===== src/rtl/i2c_reg_sequencer.sv =====
// Purpose: register-level command sequencer in front of a byte-level I2C master (write: addr+reg+data; read: addr+reg, repeated start, data).
// Latency: master enable asserts the cycle after accept; each further byte is presented one cycle after a master busy rise; o_done pulses for one cycle at the end.
// Backpressure: o_cmd_ready is high only while idle; i_cmd_valid is ignored during a command; a stalled master is aborted after TIMEOUT_CYCLES cycles without a busy edge.
// Ports: i_cmd_* command in / o_cmd_ready; o_rd_data, o_done, o_ack_err, o_timeout results; o_m_* / i_m_* master handshake.
module i2c_reg_sequencer #(
    parameter int MAX_LEN        = 4,
    parameter int TIMEOUT_CYCLES = 16384
) (
    input  logic                       i_clk,
    input  logic                       i_rst_n,
    input  logic                       i_cmd_valid,
    output logic                       o_cmd_ready,
    input  logic                       i_cmd_rw,
    input  logic [6:0]                 i_cmd_dev_addr,
    input  logic [7:0]                 i_cmd_reg_addr,
    input  logic [$clog2(MAX_LEN):0]   i_cmd_len,
    input  logic [8*MAX_LEN-1:0]       i_cmd_wr_data,
    output logic [8*MAX_LEN-1:0]       o_rd_data,
    output logic                       o_done,
    output logic                       o_ack_err,
    output logic                       o_timeout,
    output logic                       o_m_enable,
    output logic [6:0]                 o_m_slave_addr,
    output logic                       o_m_rw,
    output logic [7:0]                 o_m_wr_byte,
    input  logic                       i_m_busy,
    input  logic [7:0]                 i_m_rd_byte,
    input  logic                       i_m_ack_error
);

    localparam int LW = $clog2(MAX_LEN) + 1;
    localparam int TW = $clog2(TIMEOUT_CYCLES + 1);

    typedef enum logic [2:0] {
        S_IDLE, S_REG, S_WDATA, S_RSTART, S_RDATA, S_DRAIN, S_DONE
    } state_t;

    state_t               state;
    logic                 busy_q;
    logic                 cmd_rw;
    logic [LW-1:0]        len;
    logic [8*MAX_LEN-1:0] wr_data;
    logic [LW-1:0]        idx;
    logic [LW-1:0]        req;
    logic [LW-1:0]        rx;
    logic [TW-1:0]        tcnt;
    logic                 ack_acc;

    logic                 rise;
    logic                 fall;
    logic                 active;
    logic [LW-1:0]        len_eff;
    logic [7:0]           wr_sel;

    assign rise   = i_m_busy & ~busy_q;
    assign fall   = ~i_m_busy & busy_q;
    // Watchdog and ack accumulation run only while a transfer is in flight.
    assign active = (state != S_IDLE) && (state != S_DONE);

    // Out-of-range lengths: 0 behaves as 1, anything above MAX_LEN is clamped.
    always_comb begin
        len_eff = i_cmd_len;
        if (i_cmd_len == '0)
            len_eff = LW'(1);
        else if (i_cmd_len > LW'(MAX_LEN))
            len_eff = LW'(MAX_LEN);
    end

    always_comb begin
        wr_sel = 8'h00;
        for (int k = 0; k < MAX_LEN; k++)
            if (idx == LW'(k))
                wr_sel = wr_data[8*k +: 8];
    end

    always_ff @(posedge i_clk) begin
        if (!i_rst_n) begin
            state          <= S_IDLE;
            busy_q         <= 1'b0;
            cmd_rw         <= 1'b0;
            len            <= '0;
            wr_data        <= '0;
            idx            <= '0;
            req            <= '0;
            rx             <= '0;
            tcnt           <= '0;
            ack_acc        <= 1'b0;
            o_cmd_ready    <= 1'b1;
            o_rd_data      <= '0;
            o_done         <= 1'b0;
            o_ack_err      <= 1'b0;
            o_timeout      <= 1'b0;
            o_m_enable     <= 1'b0;
            o_m_slave_addr <= 7'd0;
            o_m_rw         <= 1'b0;
            o_m_wr_byte    <= 8'd0;
        end else begin
            busy_q <= i_m_busy;
            o_done <= 1'b0;

            case (state)
                S_IDLE: begin
                    if (i_cmd_valid && o_cmd_ready) begin
                        cmd_rw         <= i_cmd_rw;
                        len            <= len_eff;
                        wr_data        <= i_cmd_wr_data;
                        idx            <= '0;
                        req            <= '0;
                        rx             <= '0;
                        tcnt           <= '0;
                        ack_acc        <= 1'b0;
                        o_rd_data      <= '0;
                        o_ack_err      <= 1'b0;
                        o_timeout      <= 1'b0;
                        o_cmd_ready    <= 1'b0;
                        // First master byte is always the register address, as a write.
                        o_m_enable     <= 1'b1;
                        o_m_slave_addr <= i_cmd_dev_addr;
                        o_m_rw         <= 1'b0;
                        o_m_wr_byte    <= i_cmd_reg_addr;
                        state          <= S_REG;
                    end
                end
                S_REG: begin
                    if (rise) begin
                        if (cmd_rw) begin
                            // Flipping rw makes the master issue a repeated start.
                            o_m_rw <= 1'b1;
                            state  <= S_RSTART;
                        end else begin
                            o_m_wr_byte <= wr_data[7:0];
                            idx         <= LW'(1);
                            state       <= S_WDATA;
                        end
                    end
                end
                S_WDATA: begin
                    if (rise) begin
                        if (idx < len) begin
                            o_m_wr_byte <= wr_sel;
                            idx         <= idx + LW'(1);
                        end else begin
                            o_m_enable <= 1'b0;
                            state      <= S_DRAIN;
                        end
                    end
                end
                S_RSTART: begin
                    if (rise) begin
                        req <= LW'(1);
                        rx  <= '0;
                        if (len == LW'(1))
                            o_m_enable <= 1'b0;
                        state <= S_RDATA;
                    end
                end
                S_RDATA: begin
                    // Each rise is the master latching one more read; drop enable
                    // once the last one has been requested so it NACKs and stops.
                    if (rise) begin
                        req <= req + LW'(1);
                        if (req + LW'(1) == len)
                            o_m_enable <= 1'b0;
                    end
                    if (fall) begin
                        for (int k = 0; k < MAX_LEN; k++)
                            if (rx == LW'(k))
                                o_rd_data[8*k +: 8] <= i_m_rd_byte;
                        rx <= rx + LW'(1);
                        if (rx + LW'(1) == len) begin
                            o_done    <= 1'b1;
                            o_ack_err <= ack_acc | i_m_ack_error;
                            state     <= S_DONE;
                        end
                    end
                end
                S_DRAIN: begin
                    if (fall) begin
                        o_done    <= 1'b1;
                        o_ack_err <= ack_acc | i_m_ack_error;
                        state     <= S_DONE;
                    end
                end
                S_DONE: begin
                    o_cmd_ready <= 1'b1;
                    state       <= S_IDLE;
                end
                default: state <= S_IDLE;
            endcase

            // Watchdog: only fires on a cycle with no busy edge, so it never
            // races the per-state edge handling above.
            if (active) begin
                ack_acc <= ack_acc | i_m_ack_error;
                if (rise || fall) begin
                    tcnt <= '0;
                end else if (tcnt == TW'(TIMEOUT_CYCLES - 1)) begin
                    o_m_enable <= 1'b0;
                    o_timeout  <= 1'b1;
                    o_done     <= 1'b1;
                    o_ack_err  <= ack_acc | i_m_ack_error;
                    state      <= S_DONE;
                end else begin
                    tcnt <= tcnt + TW'(1);
                end
            end
        end
    end

endmodule


===== config.mk =====
export PLATFORM = sky130hd
export DESIGN_NAME = i2c_reg_sequencer
export DESIGN_NICKNAME = d
export VERILOG_FILES = /design/src/rtl/i2c_reg_sequencer.sv
export SDC_FILE = /design/constraint.sdc
export NUM_CORES = 1
export LEC_CHECK = 0
export CAP_MARGIN = 5
export CORE_ASPECT_RATIO = 1.75
export CORE_MARGIN = 10
export CORE_UTILIZATION = 45
export DETAILED_ROUTE_END_ITERATION = 10
export MAX_ROUTING_LAYER = met4
export PLACE_DENSITY_LB_ADDON = 0.08
export SETUP_SLACK_MARGIN = 0.4
export SYNTH_ARGS = -nofsm -noshare
export SYNTH_HDL_FRONTEND = slang
export SYNTH_SLANG_ARGS = --single-unit

===== constraint.sdc =====
create_clock -name i_clk -period 2.6 [get_ports i_clk]
set_clock_uncertainty 0.05 [all_clocks]
set_input_delay 0.52 -clock i_clk [delete_from_list [all_inputs] [get_ports i_clk]]
set_output_delay 0.52 -clock i_clk [all_outputs]
set_load 0.005 [all_outputs]

==> results.py <==
metrics = {
    "cells_and_area": {
        "n_antenna_cell": 0,
        "fin_nets": 879,
        "final_cell_mix": "132 x nand2_1, 118 x dfxtp_1, 115 x clkdlybuf4s50_1, 44 x a21boi_0, 43 x nor2b_1",
        "drive_gt1_frac": 0.101,
        "fillerInstances": 1119,
        "area_growth_pct": 35.6,
        "layout_commonest_cell": "nand2_1",
        "utilization": 0.619,
        "fin_area_mm2": 0.00797,
    },
    "worst_setup_path": {
        "crit_path_start_kind": "primary input",
        "critPathArrivalTime_ps": 2350,
        "end_kind": "register",
        "path_class": "primary input to register",
        "crit_fanout": 8,
        "cp-startpoint": "i_m_busy",
        "regToRegStartpoint": "state[1]",
        "required_ps": 2850,
    },
    "synth": {
        "async_flop_share": 0,
        "synth_top_cell_area_share": 0.402,
        "synthCells": 684,
        "syn_avg_cell_area_um2": 8.59,
        "synth.cell_area_mm2": 0.00587,
        "ys_warn_count": 0,
        "yosys.area.top_type": "dfxtp_1",
        "yosysSeqAreaShare": 0.402,
        "yosysUniqueCellTypes": 64,
        "synth_edf_count": 0,
        "ys_ff_latch": 118,
        "yosys_most_used_dff": "dfxtp_1",
        "synth_area_leaders": "dfxtp_1 40%, nand2_1 8.4%, mux2i_1 6.1%, a21boi_0 5.6%, nor2b_1 4.6%",
        "syn_nets": 764,
    },
    "floorplan": {
        "dieArea_mm2": 0.0182,
        "start_util": 0.456,
        "fp-row-count": 55,
        "dieWidth_um": 106,
        "coreArea_mm2": 0.0129,
        "fp.dieH_um": 171,
        "io_pins": 117,
    },
    "route": {
        "drt_wl_total_um": 16500,
        "drt-pass1-iter-count": 6,
        "drc": 0,
        "drt-initial-drc-count": 201,
        "drt-vias-per-instance": 5.34,
        "ant_nets": 0,
        "vias": 5250,
        "post_drt_wl_per_cell_um": 16.7,
    },
    "timing": {
        "clock.fmax_mhz": 475,
        "fin_crit_sh": 0.810,
        "setup_tns_ps": 0,
        "slew_viol_final": 0,
        "period_needed_ps": 2110,
        "rsz0062_at_grt": "true",
        "slew_headroom": 0.581,
        "finalSetupViolCount": 0,
        "tightest_slew_ps": 626,
        "finalHoldViolCount": 0,
    },
    "cts": {
        "root_buffer": "clkbuf_16",
        "post_cts_buffers": 0,
        "cts_tree": "built",
        "cts.sinks": 118,
        "cts.path.max_buffers": 2,
        "h-tree-depth": 4,
        "clkLatencyLatePin_ps": 410,
        "ctsHoldBuffers": 0,
        "clk_pin_slew_ps": 60,
        "cts_buffers": 17,
    },
    "global_route": {
        "grt_pass1_vias": 5370,
        "met1_usage": 0.196,
        "groute.usage.overall": 0.185,
        "grt_pass1_wl_um": 26600,
        "grt_max_degree": 75,
        "grt_use_met3": 0.0403,
        "use_met2": 0.319,
        "top_usage_layer": "met2",
        "antenna_found_initial": 0,
        "grt.overflow.total": 0,
    },
    "placed_design": {
        "placed_area_mm2": 0.00731,
        "numPortBuffers": 116,
        "hpwlAfterDp_um": 12000,
        "globalplace.congestion": 0.890,
    },
    "power": {
        "ir_drop_mv": 0.409,
        "p_leak_nw": 2.92,
        "total_power_mw": 5.32,
        "power_density_mw_per_mm2": 667,
    },
    "flow_run": {
        "cap_viol_max_count": 0,
    },
    "worst_hold_path": {
        "hold_class": "register to register",
        "hold_start": "tcnt[14]",
    },
    "outcome": {
        "status": "completed",
    },
}
-- area by class of cell --
| cell class | count | area, µm² | area share |
|---|---|---|---|
| clock buffer | 17 | 425 | 0.0534 |
| clock inverter | 15 | 215 | 0.0270 |
| inverter | 14 | 52.6 | 0.00660 |
| multi-input combinational | 507 | 3270 | 0.410 |
| sequential | 118 | 2360 | 0.297 |
| tap | 171 | 214 | 0.0269 |
| timing repair buffer | 141 | 1430 | 0.180 |
-- critical path, cell delays in order --
cell	delay [ps]
clkdlybuf4s50_1	470
inv_1	90
ha_1	200
nand2_1	80
a211o_4	400
a21oi_4	150
buf_12	150
mux2i_2	220
nor2b_1	70
-- where the power goes --
part / internal (mW) / switching (mW) / total (mW)
combinational: 0.404 / 0.405 / 0.809
sequential: 1.90 / 0.0707 / 1.97
clock: 1.63 / 0.911 / 2.54
total: 3.93 / 1.39 / 5.32
-- layer usage --
layer | vias up | routed length, µm
met5 | - | 0
met4 | 0 | 459
met3 | 32 | 644
met2 | 147 | 8650
met1 | 2464 | 6710
li1 | 2607 | -
-- registers in the layout, summed over array words and instances, names as in the netlist, 3 cells and up --
| name | count |
|---|---|
| idx | 3 |
| len | 3 |
| o_m_slave_addr | 7 |
| o_m_wr_byte | 8 |
| o_rd_data | 32 |
| req | 3 |
| rx | 3 |
| state | 3 |
| tcnt | 15 |
| wr_data | 32 |
-- Yosys cell counts (2+ instances only) --
library cell and n:
o22ai_1 4, nor3_2 3, o21a_1 5, mux2i_1 36
a31oi_1 10, o31ai_1 2, buf_2 13, a21oi_1 31
nor2b_1 43, nand2b_1 8, buf_6 4, nor2_1 21
a21boi_1 4, a32oi_1 2, nor3b_1 2, dfxtp_1 118
nand3_1 11, a21boi_0 44, a21oi_4 4, or3_1 2
a211o_1 2, inv_1 14, nand2_1 132, buf_1 4
nand4_1 4, and3b_1 4, mux2_1 2, and3_1 10
and2_1 3, xor2_1 4, o21ai_1 5, clkbuf_1 24
nor3_1 8, xnor2_1 8, nand3b_1 4, a22oi_1 13
nor3b_2 2, o211ai_1 2, o31a_1 2, ha_1 16
a211oi_1 4, o21ai_0 28
-- what timing repair did --
| action | 4_1_cts | 5_1_grt |
|---|---|---|
| pin swaps | 0 | 1 |
| setup endpoints to repair | 1 | 28 |
| resized for setup | 1 | 3 |
| endpoints found under the hold margin | 0 | 0 |
-- through the flow --
stage / hold slack, ps / setup slack (ps) / instances
6_report: 379 / 495 / 983
2_1_floorplan: 360 / 633 / 684
4_1_cts: 382 / 437 / 983
5_1_grt: 424 / 389 / 983
3_3_place_gp: 374 / 63.0 / 951
3_5_place_dp: 374 / 18.7 / 951
-- logic make-up (layout without fill, tap and decap cells) --
family | count (synthesis) | in the layout | share of synthesized area
flops | 118 | 118 | 0.402
simple gates | 269 | 269 | 0.235
compound gates | 171 | 171 | 0.198
mux | 39 | 39 | 0.0677
xor+xnor | 12 | 12 | 0.0179
fa+ha+maj | 16 | 16 | 0.0341
buf+inv | 59 | 187 | 0.0456
-- worst paths after layout --
check	endpoint	slack (ps)	cells past startpoint
worst min-delay path	tcnt[14]	380	2
worst min register to register	tcnt[14]	380	2
worst max-delay path	o_rd_data[18]	490	9
worst max register to register	o_m_wr_byte[2]	540	5
(Power assumes the default switching activity.)
